### src/rtl/sq_gen_pkg.sv
`default_nettype none
// +----------------------------------------------------------------------+
// | Module : sq_gen_pkg                                                  |
// | Brief  : Shared types and constants for the square-wave generator.   |
// | Rev    : 1.0  initial release                                        |
// +----------------------------------------------------------------------+
package sq_gen_pkg;

   // Default width of the period, high-time and period-count fields.
   localparam int CNT_W_DEF  = 32;

   // Shortest period the generator will produce; anything below is clamped.
   localparam int MIN_PERIOD = 2;

   // Generator control states.
   typedef enum logic [0:0] {
      ST_IDLE = 1'b0,
      ST_RUN  = 1'b1
   } sq_state_e;

endpackage : sq_gen_pkg
`default_nettype wire

### src/rtl/sq_gen_if.sv
`default_nettype none
// +----------------------------------------------------------------------+
// | Module : sq_gen_if                                                   |
// | Brief  : Control/status bundle of the square-wave generator.         |
// |          With SQ_GEN_BURST_EN defined, adds BURST_LEN and done.      |
// | Rev    : 1.0  initial release                                        |
// +----------------------------------------------------------------------+
interface sq_gen_if
   import sq_gen_pkg::*;
#(
   parameter int CNT_W = CNT_W_DEF
) ();

   logic             en;
   logic [CNT_W-1:0] PERIOD;
   logic [CNT_W-1:0] HIGH_TIME;
   logic             square;
   logic             period_start;
   logic [CNT_W-1:0] CNTPER;
`ifdef SQ_GEN_BURST_EN
   logic [CNT_W-1:0] BURST_LEN;
   logic             done;

   // Controller side: programs the generator and observes its outputs.
   modport master (
      output en, PERIOD, HIGH_TIME, BURST_LEN,
      input  square, period_start, CNTPER, done
   );

   // Generator side.
   modport slave (
      input  en, PERIOD, HIGH_TIME, BURST_LEN,
      output square, period_start, CNTPER, done
   );
`else
   // Controller side: programs the generator and observes its outputs.
   modport master (
      output en, PERIOD, HIGH_TIME,
      input  square, period_start, CNTPER
   );

   // Generator side.
   modport slave (
      input  en, PERIOD, HIGH_TIME,
      output square, period_start, CNTPER
   );
`endif

endinterface : sq_gen_if
`default_nettype wire

### src/rtl/sq_gen.sv
`default_nettype none
// +----------------------------------------------------------------------+
// | Module : sq_gen                                                      |
// | Brief  : Programmable square-wave generator. Period and high time    |
// |          are counted in clk_in cycles and only take effect at period |
// |          boundaries, so no runt pulses are produced.                 |
// |          Optional macro SQ_GEN_BURST_EN adds burst-length control.   |
// | Rev    : 1.0  initial release                                        |
// +----------------------------------------------------------------------+
module sq_gen
   import sq_gen_pkg::*;
#(
   parameter int CNT_W = CNT_W_DEF
)(
   input  logic     clk_in,
   input  logic     rst_n,
   sq_gen_if.slave  sq_io
);

   sq_state_e        state_q,  state_d;
   logic [CNT_W-1:0] phase_q,  phase_d;
   logic [CNT_W-1:0] per_q,    per_d;
   logic [CNT_W-1:0] hi_q,     hi_d;
   logic [CNT_W-1:0] cntper_q, cntper_d;
   logic             square_q, square_d;
   logic             pstart_q, pstart_d;

   logic [CNT_W-1:0] w_per_eff;
   logic [CNT_W-1:0] w_hi_eff;
   logic [CNT_W-1:0] w_phase_inc;
   logic [CNT_W-1:0] w_cntper_inc;
   logic             w_boundary;
   logic             w_start;

`ifdef SQ_GEN_BURST_EN
   logic [CNT_W-1:0] burst_q, burst_d;
   logic             done_q,  done_d;
   logic             lock_q,  lock_d;
   logic             w_burst_end;
`endif

   // Effective settings from the live inputs; only sampled into the
   // shadow registers at start and at period boundaries.
   assign w_per_eff    = (sq_io.PERIOD < CNT_W'(MIN_PERIOD)) ? CNT_W'(MIN_PERIOD)
                                                             : sq_io.PERIOD;
   assign w_hi_eff     = (sq_io.HIGH_TIME > w_per_eff) ? w_per_eff : sq_io.HIGH_TIME;
   assign w_phase_inc  = phase_q + 1'b1;
   assign w_cntper_inc = cntper_q + 1'b1;
   assign w_boundary   = (phase_q == (per_q - 1'b1));

`ifdef SQ_GEN_BURST_EN
   // After a completed burst, en must be seen low before a new start.
   assign w_start     = sq_io.en && !lock_q;
   assign w_burst_end = (burst_q != '0) && (w_cntper_inc == burst_q);
`else
   assign w_start     = sq_io.en;
`endif

   // State, phase counter, shadow registers and output registers.
   always_ff @(posedge clk_in or negedge rst_n) begin
      if (!rst_n) begin
         state_q  <= ST_IDLE;
         phase_q  <= '0;
         per_q    <= '0;
         hi_q     <= '0;
         cntper_q <= '0;
         square_q <= 1'b0;
         pstart_q <= 1'b0;
`ifdef SQ_GEN_BURST_EN
         burst_q  <= '0;
         done_q   <= 1'b0;
         lock_q   <= 1'b0;
`endif
      end else begin
         state_q  <= state_d;
         phase_q  <= phase_d;
         per_q    <= per_d;
         hi_q     <= hi_d;
         cntper_q <= cntper_d;
         square_q <= square_d;
         pstart_q <= pstart_d;
`ifdef SQ_GEN_BURST_EN
         burst_q  <= burst_d;
         done_q   <= done_d;
         lock_q   <= lock_d;
`endif
      end
   end

   // Next-state logic: start from IDLE, advance the phase, handle boundaries.
   always_comb begin
      state_d  = state_q;
      phase_d  = phase_q;
      per_d    = per_q;
      hi_d     = hi_q;
      cntper_d = cntper_q;
      square_d = square_q;
      pstart_d = 1'b0;
`ifdef SQ_GEN_BURST_EN
      burst_d  = burst_q;
      done_d   = 1'b0;
      lock_d   = sq_io.en ? lock_q : 1'b0;
`endif

      case (state_q)
         ST_IDLE: begin
            square_d = 1'b0;
            if (w_start) begin
               per_d    = w_per_eff;
               hi_d     = w_hi_eff;
               phase_d  = '0;
               cntper_d = '0;
               square_d = (w_hi_eff != '0);
               pstart_d = 1'b1;
               state_d  = ST_RUN;
`ifdef SQ_GEN_BURST_EN
               burst_d  = sq_io.BURST_LEN;
`endif
            end
         end

         ST_RUN: begin
            if (!w_boundary) begin
               phase_d  = w_phase_inc;
               square_d = (w_phase_inc < hi_q);
            end else begin
               cntper_d = w_cntper_inc;
`ifdef SQ_GEN_BURST_EN
               if (w_burst_end) begin
                  state_d  = ST_IDLE;
                  phase_d  = '0;
                  square_d = 1'b0;
                  done_d   = 1'b1;
                  lock_d   = 1'b1;
               end else
`endif
               if (sq_io.en) begin
                  per_d    = w_per_eff;
                  hi_d     = w_hi_eff;
                  phase_d  = '0;
                  square_d = (w_hi_eff != '0);
                  pstart_d = 1'b1;
               end else begin
                  state_d  = ST_IDLE;
                  phase_d  = '0;
                  square_d = 1'b0;
               end
            end
         end

         default: begin
            state_d  = ST_IDLE;
            square_d = 1'b0;
         end
      endcase
   end

   assign sq_io.square       = square_q;
   assign sq_io.period_start = pstart_q;
   assign sq_io.CNTPER       = cntper_q;
`ifdef SQ_GEN_BURST_EN
   assign sq_io.done         = done_q;
`endif

endmodule : sq_gen
`default_nettype wire
### src/flat_wrapper.sv
// flat-port wrapper written by rule: the top's interface ports become plain ports
module sq_gen_flat import sq_gen_pkg::*;
#(
   parameter int CNT_W = CNT_W_DEF
)
  (clk_in, rst_n, sq_io_en, sq_io_PERIOD, sq_io_HIGH_TIME, sq_io_square, sq_io_period_start, sq_io_CNTPER);
  sq_gen_if #(.CNT_W(CNT_W)) sq_io_i ();
  input  logic clk_in;
  input  logic rst_n;
  input wire logic [$bits(sq_io_i.en)-1:0] sq_io_en;
  input wire logic [$bits(sq_io_i.PERIOD)-1:0] sq_io_PERIOD;
  input wire logic [$bits(sq_io_i.HIGH_TIME)-1:0] sq_io_HIGH_TIME;
  output wire logic [$bits(sq_io_i.square)-1:0] sq_io_square;
  output wire logic [$bits(sq_io_i.period_start)-1:0] sq_io_period_start;
  output wire logic [$bits(sq_io_i.CNTPER)-1:0] sq_io_CNTPER;
  assign sq_io_i.en = sq_io_en;
  assign sq_io_i.PERIOD = sq_io_PERIOD;
  assign sq_io_i.HIGH_TIME = sq_io_HIGH_TIME;
  assign sq_io_square = sq_io_i.square;
  assign sq_io_period_start = sq_io_i.period_start;
  assign sq_io_CNTPER = sq_io_i.CNTPER;
  sq_gen #(.CNT_W(CNT_W)) u_core (.clk_in(clk_in), .rst_n(rst_n), .sq_io(sq_io_i));
endmodule
### config.mk
export PLATFORM = sky130hd
export DESIGN_NAME = sq_gen_flat
export DESIGN_NICKNAME = d
export VERILOG_FILES = /design/src/rtl/sq_gen_pkg.sv /design/src/rtl/sq_gen_if.sv /design/src/rtl/sq_gen.sv /design/src/flat_wrapper.sv
export SDC_FILE = /design/constraint.sdc
export NUM_CORES = 1
export LEC_CHECK = 0
export BUFFER_PORTS_ARGS = -buffer_cell sky130_fd_sc_hd__buf_2
export CAP_MARGIN = 40
export CORE_UTILIZATION = 60
export DETAILED_ROUTE_END_ITERATION = 10
export GPL_TIMING_DRIVEN = 0
export PLACE_DENSITY = 0.81
export SETUP_SLACK_MARGIN = 0.4
export SYNTH_ARGS = -nofsm -noshare
export SYNTH_HDL_FRONTEND = slang
export SYNTH_SLANG_ARGS = --single-unit
### constraint.sdc
create_clock -name clk_in -period 5.4 [get_ports clk_in]
set_clock_uncertainty 0.2 [all_clocks]
set_input_delay 0.27 -clock clk_in [delete_from_list [all_inputs] [get_ports clk_in]]
set_output_delay 0.27 -clock clk_in [all_outputs]
set_load 0.01 [all_outputs]
==> summary by stage, run 1 <==
Run status
The flow ran to the end, and the final reports show no timing, DRC or antenna violations.

Global routing
The number of antenna violations at the first check in global routing came to 0. In the global route stage, met2 resource usage came out at 0.581. The via count of the first global-routing pass is roughly 8300. The global router's overall resource usage is 0.347. The first-pass GRT wire length is ~43 mm. The total overflow reported by the global router is 0. After global routing, the most crowded layer is met2. The met3 routing resource usage after global routing is 0.0697. For met1 alone, demand over resource in global routing was 0.445. Entering global routing, the biggest net connects 95 pins.

Floorplanning
The region available for standard cell placement spans between 10000 and 15000 um2. The initialized floorplan defines 44 standard-cell rows. The starting density of the core is 0.623. The die height is 126 um. The die outline width is ~130 um. Pin placement for this block handled roughly 100 I/O pins. The floorplan step defined a die boundary enclosing about 16000 um2.

Layout
The leading cell type in the layout, fill and taps excluded is sky130_fd_sc_hd__dfrtp_1. Leaving out fill and tap cells, the most frequent cells in the layout are sky130_fd_sc_hd__dfrtp_1 (131), sky130_fd_sc_hd__buf_2 (105), sky130_fd_sc_hd__a21oi_1 (74), sky130_fd_sc_hd__inv_1 (73), sky130_fd_sc_hd__ha_1 (65). The area growth from synthesis to layout is 20.9%. The final standard cell count with taps included and fillers excluded is about 1400. The net total in the final layout is ~1300. The count of inserted antenna diode cells is 0. In the final layout, the share of cells above drive strength 1 is 0.160. The utilization after layout is 0.753.

Detailed routing
The count of nets left with antenna violations once routing finished came out at 0. In the routed design, unresolved DRC markers number 0. The mean number of vias per cell is around 6.2. The first routing iteration left ~730 violations. The number of detailed-routing iterations run before antenna repair is 5. The routed via count is roughly 8500. In the final routed layout, each cell accounts on average for ~19 um. The total wire length is 26.2 mm.

Timing
The worst pin sits at a relative slew slack of 0.376. The highest clock rate is ~0.22 GHz. The final-report setup violation count is 0. The number of hold violations in the final report is 0. Setup repair after global routing left no endpoint under its margin. The final number of max-transition violations is 0.

The routed design could run at a clock period as short as roughly 4.6 ns. The final worst-path cycle share is 0.858. At the pin with the least slew margin, the transition time is 0.912 ns.

The post-route setup TNS is 0 ns.

Yosys
Synthesis inferred ~130 register bits. Summing every instance area after synthesis gives 9190 um2. The number of nets in the synthesized netlist is 1130. Counting flops with an async set or reset pin after synthesis yields a share of 1.00.

The Yosys warning count is 0. The number of synthesized flops with an enable pin is 0. The sequential element share of the synthesized area is 0.357. The synthesized instance count is 998. Among all flip-flop cells after synthesis, the most frequent one is sky130_fd_sc_hd__dfrtp_1. The count of distinct cell types in the synthesized netlist is between 60 and 70.

Dividing the synthesized area by the synthesized cell count gives approximately 9 um2.

Critical path
The worst setup path category is reg2reg. The data required time at the worst endpoint is 5.51 ns. Of all nets on the critical path, the largest fanout is 10. The critical path starts at u_core.per_q[0].

The reg-to-reg critical path startpoint is u_core.per_q[0]. The startpoint type of the worst setup path is a register. For the worst setup path, the data arrival time is 4.74 ns. STA classifies the critical path endpoint as a register.

Clock tree
The number of buffers on the longest clock path is 2. The number of sinks driven by the clock tree is between 100 and 150. For the worst-skew pair, the clock arrives at the later sink with an insertion delay of between 0.4 and 0.5 ns. The H-tree generated during clock tree synthesis spans 4 levels. The buffer count from post-CTS setup fixing is 0. After clock tree synthesis, the clock-pin slew on the worst setup and hold paths is ~0.060 ns.

The CTS tree is built. The cell at the root of the clock tree is sky130_fd_sc_hd__clkbuf_16. The number of buffers created by CTS is 17.

Placed design
The placed wire-length estimate is between 15 and 20 mm. After detailed placement, the design holds a cell count of around 1300. The count of input and output buffers is 100. The weighted congestion at the end of routability-driven global placement is approximately 0.94.

Worst hold path
The classification of the worst-slack hold path is in2reg. The worst hold path begins at sq_io_HIGH_TIME[30].

Run
The number of maximum-capacitance violations is 0.

Power and ir drop
Dividing total power by cell area gives a power density of about 220 nW/um2. The worst voltage drop across the vdd grid is between 0.0002 and 0.00025 V. Summed over all cells, the static leakage comes to around 5.7 nW.
path summary, 6_finish.rpt:
| kind | to | slack [ns] | cells after the start |
|---|---|---|---|
| setup / recovery | u_core.sq_io.CNTPER[14] | 0.77 | 13 |
| hold / removal | u_core.hi_q[30] | 0.003 | 3 |
| setup reg to reg | u_core.sq_io.CNTPER[14] | 0.77 | 13 |
| hold reg to reg | u_core.sq_io.CNTPER[13] | 0.31 | 1 |
| max in group asynchronous | u_core.phase_q[1] | 4.10 | 3 |
| min in group asynchronous | u_core.sq_io.period_start | 0.10 | 2 |
layer usage:
layer / wire (um) / up-vias
li1: - / 3994
met1: 11000 / 4063
met2: 12700 / 338
met3: 1650 / 79
met4: 853 / 0
met5: 0 / -
per-stage QoR:
stage / setup slack, ns / area (um2) / total power, mW / hold WS (ns)
2_1_floorplan: 1.67 / 9190 / 1.09 / -0.226
3_3_place_gp: 0.914 / 9920 / 1.18 / 0.276
3_5_place_dp: 0.836 / 9970 / 1.19 / -0.00790
4_1_cts: 0.814 / 11100 / 2.49 / 0.000840
5_1_grt: 0.455 / 11100 / 2.57 / 0.00343
6_report: 0.769 / 11100 / 2.49 / 0.00287
report_power, final:
group	total (mW)	internal (mW)	switching [mW]
Clock	1.29	0.841	0.445
Combinational	0.221	0.0915	0.129
Sequential	0.982	0.982	0
Total	2.49	1.91	0.574
cells in the mapped netlist, types with 4 or more instances:
library cell	n	area share
sky130_fd_sc_hd__inv_1	73	0.030
sky130_fd_sc_hd__o211ai_1	9	0.0074
sky130_fd_sc_hd__a21oi_1	74	0.040
sky130_fd_sc_hd__mux2_1	6	0.0074
sky130_fd_sc_hd__nand4_1	36	0.025
sky130_fd_sc_hd__nand2b_1	13	0.0088
sky130_fd_sc_hd__nand3_1	24	0.013
sky130_fd_sc_hd__xor2_1	25	0.024
sky130_fd_sc_hd__nor2_1	30	0.012
sky130_fd_sc_hd__o31ai_1	8	0.0065
sky130_fd_sc_hd__a21o_1	20	0.016
sky130_fd_sc_hd__nand2_1	64	0.026
sky130_fd_sc_hd__xnor2_1	47	0.045
sky130_fd_sc_hd__a31oi_1	13	0.0088
sky130_fd_sc_hd__buf_2	6	0.0033
sky130_fd_sc_hd__mux2_2	30	0.037
sky130_fd_sc_hd__or4_1	15	0.012
sky130_fd_sc_hd__dfrtp_1	131	0.36
sky130_fd_sc_hd__nor3_1	47	0.026
sky130_fd_sc_hd__o21ai_0	30	0.016
sky130_fd_sc_hd__and4_1	10	0.0095
sky130_fd_sc_hd__ha_1	65	0.088
sky130_fd_sc_hd__a2111oi_0	4	0.0038
sky130_fd_sc_hd__and2_1	4	0.0027
sky130_fd_sc_hd__mux2i_1	43	0.047
sky130_fd_sc_hd__clkbuf_1	38	0.016
sky130_fd_sc_hd__a22o_1	22	0.021
sky130_fd_sc_hd__or3_1	11	0.0075
sky130_fd_sc_hd__nor2b_1	6	0.0041
sky130_fd_sc_hd__nand4b_1	7	0.0067
sky130_fd_sc_hd__nor4_1	21	0.014
sky130_fd_sc_hd__and3_1	19	0.013
worst max-delay path, cell delays in order, from the launching register on:
cell	delay, ns
sky130_fd_sc_hd__dfrtp_1	0.47
sky130_fd_sc_hd__inv_1	0.09
sky130_fd_sc_hd__ha_1	0.23
sky130_fd_sc_hd__nor3b_4	0.39
sky130_fd_sc_hd__nand4_2	0.25
sky130_fd_sc_hd__or4_1	0.54
sky130_fd_sc_hd__a222oi_1	0.39
sky130_fd_sc_hd__nand4_1	0.25
sky130_fd_sc_hd__nor4_4	0.51
sky130_fd_sc_hd__a21oi_2	0.13
sky130_fd_sc_hd__clkbuf_1	0.29
sky130_fd_sc_hd__clkbuf_1	0.40
sky130_fd_sc_hd__o211ai_1	0.28
sky130_fd_sc_hd__nand2_1	0.07
sequential cells by signal, indices dropped and copies added (netlist names):
name                       cells
u_core.hi_q                   32
u_core.per_q                  32
u_core.phase_q                32
u_core.sq_io.CNTPER           32
u_core.sq_io.period_start      1
u_core.sq_io.square            1
u_core.state_q                 1
final cells by class:
class                   instances  area [um2]
clock inverters                13         206
clock buffers                  19         453
plain buffers                  52         228
repair buffers                150        1020
fillers                      1069        3640
inverters                      73         274
flip-flops and latches        131        3280
multi-input cells             742        5420
well taps                     184         230
cells by family after synthesis:
logic type / Yosys count / synth area share
multiplexers: 79 / 0.0909
AND/OR/NAND/NOR: 324 / 0.200
buffers and inverters: 125 / 0.0546
XOR/XNOR: 72 / 0.0686
flip-flops: 131 / 0.357
AO/OA/AOI/OAI: 202 / 0.141
adder cells (fa/ha/maj): 65 / 0.0885
what timing repair did:
item / CTS / global route
resized for setup: 0 / 1
setup endpoints to repair: 0 / 1
hold buffers: 48 / 0
hold endpoints to repair: 106 / 0
No activity file was read; power rests on OpenSTA's default activity.
==> run 2: changes to the inputs <==
Settings changed: ABC_AREA set to 1, CORE_UTILIZATION 60 to 61, PLACE_DENSITY 0.81 to 0.82.
==> run 2 against run 1 <==
Fmax increased by 1.4%. Sequential power increased by 27%. Count of clock-buffer cells in the layout increased by 1. Non-clock buffer count decreased by 31. Synthesized cell count increased by 37%. Register-to-register slack improved by 0.06 ns. Sequential share of layout area decreased by 0.97 points. Via count increased by 12%. Die area increased by 4.4%. Final cell count increased by 28%. Total power increased by 36%. Critical path depth increased by 11. Critical path type unchanged.
==> summary by stage, run 2 <==
Run status
The run finished with clean final reports.

Yosys
Yosys printed 0 warnings. The mean instance size in the synthesized netlist is approximately 7 um2. When the netlist entered floorplanning its net count stood at about 1500.

Yosys mapped the design onto between 40 and 50 distinct sky130hd cell types. The sequential element share of the synthesized area is 0.336. The compound-gate portion of the synthesized area is 0.0879. By count the netlist is led by sky130_fd_sc_hd__nand2_1 (379), sky130_fd_sc_hd__inv_1 (192), sky130_fd_sc_hd__dfrtp_1 (131), sky130_fd_sc_hd__nor2_1 (131), sky130_fd_sc_hd__xor2_1 (87). After synthesis, the share of cell area in mux cells is 0.

The fraction of registers with async set/reset is 1.00. The cell with the most instances after synthesis is sky130_fd_sc_hd__nand2_1. Counting flops and latches in the post-synthesis netlist gives 131. Yosys mapped a number of flops with a built-in enable equal to 0.

In the synthesized netlist, the number of instances is between 1000 and 1500. By area, the combinational part of the netlist is dominated by simple AND/OR/NAND/NOR gates. Of the total synthesized cell area, the portion taken by full adders, half adders and majority gates is 0.0833. The leading register cell type out of synthesis is sky130_fd_sc_hd__dfrtp_1. Of the total synthesized cell area, the portion taken by AND, OR, NAND and NOR gates is 0.296.

The biggest area contributor in the post-synthesis netlist is sky130_fd_sc_hd__dfrtp_1. Of the total synthesized cell area, the portion taken by XOR and XNOR cells is 0.0996. Yosys attributes the largest share of cell area to sky130_fd_sc_hd__dfrtp_1 (34%), sky130_fd_sc_hd__nand2_1 (15%), sky130_fd_sc_hd__ha_1 (8.3%), sky130_fd_sc_hd__xor2_1 (7.8%), sky130_fd_sc_hd__inv_1 (7.4%). The area of the mapped netlist is 9760 um2.

The proportion of netlist area held by the largest area contributor is 0.336.

Clock tree
At the later pin of the worst-skew pair, clock insertion delay measures roughly 0.42 ns. The H-tree level count is 4. The number of setup buffers added after CTS is 0. The number of buffers on the longest clock path is 2. The number of buffers created by CTS is 17. TritonCTS built the clock tree.

Clock-pin slew was measured on the worst setup and hold paths at ~0.060 ns. The number of sinks driven by the clock tree is approximately 130. Clock tree synthesis selected as its root buffer the cell sky130_fd_sc_hd__clkbuf_16.

Layout
The number of antenna diodes in the final layout is 0. The area growth from synthesis to final layout is 17.7%. The utilization after layout is 0.745.

The leading cell type in the layout, fill and taps excluded is sky130_fd_sc_hd__nand2_1. In the layout the commonest cells are sky130_fd_sc_hd__nand2_1 (379), sky130_fd_sc_hd__inv_1 (192), sky130_fd_sc_hd__nor2_1 (131), sky130_fd_sc_hd__dfrtp_1 (131), sky130_fd_sc_hd__buf_2 (109). The final instance area is 11500 um2. The fraction of layout cells with a size suffix above 1 is 0.126.

At the end of the flow, the number of nets in the layout was about 1700.

Timing
Setup repair after global routing left no endpoint under its margin. The highest clock rate is 0.219 GHz. The final number of max-transition violations was 0. The worst setup margin is around 0.83 ns. Setup violations remaining at the end of the flow were counted as 0. At the pin with the least slew margin, the transition time is ~0.63 ns. The clock period minus worst slack is approximately 4.6 ns. The relative slew slack is 0.577. The number of hold violations in the final report was 0.

In the finished design, the share of the clock period the worst path needs comes to 0.846. The post-route setup TNS is 0 ns.

Worst hold path
In this run the worst hold path is classified as in2reg. The worst hold path startpoint is sq_io_PERIOD[19]. The instance count along the most critical hold path is 3. The path with the worst hold slack has its endpoint at u_core.per_q[19].

Critical path
The worst reg2reg path depth is 24. The worst setup path category is reg2reg. For the worst setup path, the data arrival time is about 4.7 ns. The worst register-to-register path has a setup slack of between 0.8 and 0.9 ns. In this run the critical register-to-register path is captured at u_core.sq_io.square. In this run the critical register-to-register path is launched from u_core.phase_q[0].

STA puts the critical path data required time at around 5.6 ns. In this run the worst path has a maximum fanout of 6. The nature of the critical path endpoint is a register. STA classifies the critical path startpoint as a register.

Power and ir drop
Summed over all cells, the static leakage comes to 5.91 nW. The internal power of the cells totals ~2.3 mW. The worst voltage drop across the vdd grid is roughly 0.00021 V. The switching power total is between 1 and 1.5 mW. The share of total power dissipated in combinational logic is 0.278. The total power draw is roughly 3.4 mW. The fraction of power consumed by sequential logic is 0.367. The fraction of power consumed by the clock network is 0.356. The power density of the placed cells is just under 300 nW/um2.

The share of total power consumed by net switching is 0.337.

Global routing
The global router's overall resource usage is 0.341. The number of antenna violations at the first check in global routing is 0. The first-pass GRT wire length is roughly 44 mm. The total overflow left after global routing is 0. The via count of the first global-routing pass is around 9000. The pin count of the biggest net entering global routing is 79.

Placed design
The placed wire-length estimate is 20.1 mm. The count of input and output buffers is 100. Summing all placed instances gives a cell area of around 11000 um2. The weighted congestion at the end of routability-driven global placement is 0.921.

OpenSTA, run right after detailed placement, puts the worst setup slack at between 0.7 and 0.8 ns.

Detailed routing
The routed layout has ~9500 vias. The violation count after the first detailed-route iteration is between 600 and 700. The number of design rule violations left after detail routing is 0. The post-detailed-route wirelength per cell is around 15 um.

The number of routed nets with antenna violations is 0. After detailed routing, the total wire length is approximately 27 mm. The mean number of vias per cell is 5.43. The pre-antenna-repair detailed-routing pass consisted of 5 iterations.

Floorplanning
The initial utilization of the core area, before any placement, comes to 0.633. The total area inside the core boundary comes to 15400 um2. The floorplan step defined a die boundary enclosing ~17000 um2. The die is 128 um wide. The top-level I/O count is 101. The initialized floorplan defines between 40 and 50 standard-cell rows. The die height is between 100 and 150 um.

Run
The number of maximum-capacitance violations is 0.
==> run 2: final cells by class <==
type | count | area (um2)
Multi-Input combinational cell | 1003 | 5530
Fill cell | 1251 | 3940
Sequential cell | 131 | 3280
Timing Repair Buffer | 132 | 842
Inverter | 197 | 739
Clock buffer | 20 | 467
Tap cell | 211 | 264
Buffer | 39 | 209
Clock inverter | 12 | 155
==> run 2: through the flow <==
stage	hold WS (ns)	instances
2_1_floorplan	-0.226	1370
3_3_place_gp	0.267	1681
4_1_cts	0.0141	1745
6_report	0.0218	1745
3_5_place_dp	0.0695	1683
5_1_grt	0.0210	1745
==> run 2: worst max path at each step <==
stage	end	slack, ns	depth (start not counted)	from
CTS	u_core.sq_io.square	0.73	24	u_core.phase_q[0]
detailed placement	u_core.sq_io.square	0.79	24	u_core.phase_q[0]
global placement	u_core.sq_io.square	0.79	24	u_core.phase_q[0]
floorplan	u_core.sq_io.square	1.77	24	u_core.phase_q[0]
finish	u_core.sq_io.square	0.83	24	u_core.phase_q[0]
global route	u_core.sq_io.square	0.43	24	u_core.phase_q[0]
==> run 2: power by group through the flow <==
stage	combinational (mW)	sequential [mW]	clock (mW)
2_1_floorplan	0.667	1.23	0
3_3_place_gp	0.864	1.25	0
3_5_place_dp	0.911	1.25	0
4_1_cts	0.933	1.24	1.21
5_1_grt	1.08	1.26	1.25
6_report	0.943	1.25	1.21
==> run 2: critical path: stages, from the launching register on <==
cell and delay [ns]:
sky130_fd_sc_hd__dfrtp_1 0.47, sky130_fd_sc_hd__ha_1 0.22, sky130_fd_sc_hd__nand3_1 0.12, sky130_fd_sc_hd__nor3_1 0.19, sky130_fd_sc_hd__nand2_1 0.15, sky130_fd_sc_hd__nor2_1 0.18, sky130_fd_sc_hd__nand4_1 0.16, sky130_fd_sc_hd__nor2_1 0.17
sky130_fd_sc_hd__nand4_1 0.14, sky130_fd_sc_hd__nor2_1 0.16, sky130_fd_sc_hd__nand2_1 0.09, sky130_fd_sc_hd__nor2_1 0.13, sky130_fd_sc_hd__nand3_1 0.11, sky130_fd_sc_hd__nor2_1 0.14, sky130_fd_sc_hd__nand2_1 0.09, sky130_fd_sc_hd__o21ai_0 0.24
sky130_fd_sc_hd__inv_1 0.11, sky130_fd_sc_hd__ha_1 0.29, sky130_fd_sc_hd__nand2_1 0.08, sky130_fd_sc_hd__nor2_1 0.05, sky130_fd_sc_hd__a211oi_1 0.19, sky130_fd_sc_hd__nor2_1 0.06, sky130_fd_sc_hd__a2111oi_1 0.39, sky130_fd_sc_hd__nand4_1 0.21
sky130_fd_sc_hd__nand2_1 0.14
==> run 2: layer usage <==
| layer | up-vias | GRT usage | wire length [um] |
|---|---|---|---|
| met4 | 0 | 0.170 | 1020 |
| met5 | - | 0 | 0 |
| met1 | 4357 | 0.414 | 11300 |
| met2 | 358 | 0.602 | 13100 |
| met3 | 76 | 0.0383 | 1210 |
| li1 | 4676 | - | - |
==> run 2: logic make-up after synthesis <==
family / Yosys count
DFF: 131
AOI/OAI and AO/OA: 158
adders and majority gates: 65
buffers and inverters: 236
and+or+nand+nor: 669
xor gates and xnor gates: 111
==> run 2: what timing repair did <==
| item | in CTS | in global routing |
|---|---|---|
| hold endpoints to repair | 82 | 0 |
| resized for setup | 0 | 1 |
| setup endpoints to repair | 0 | 1 |
| hold buffers | 30 | 0 |
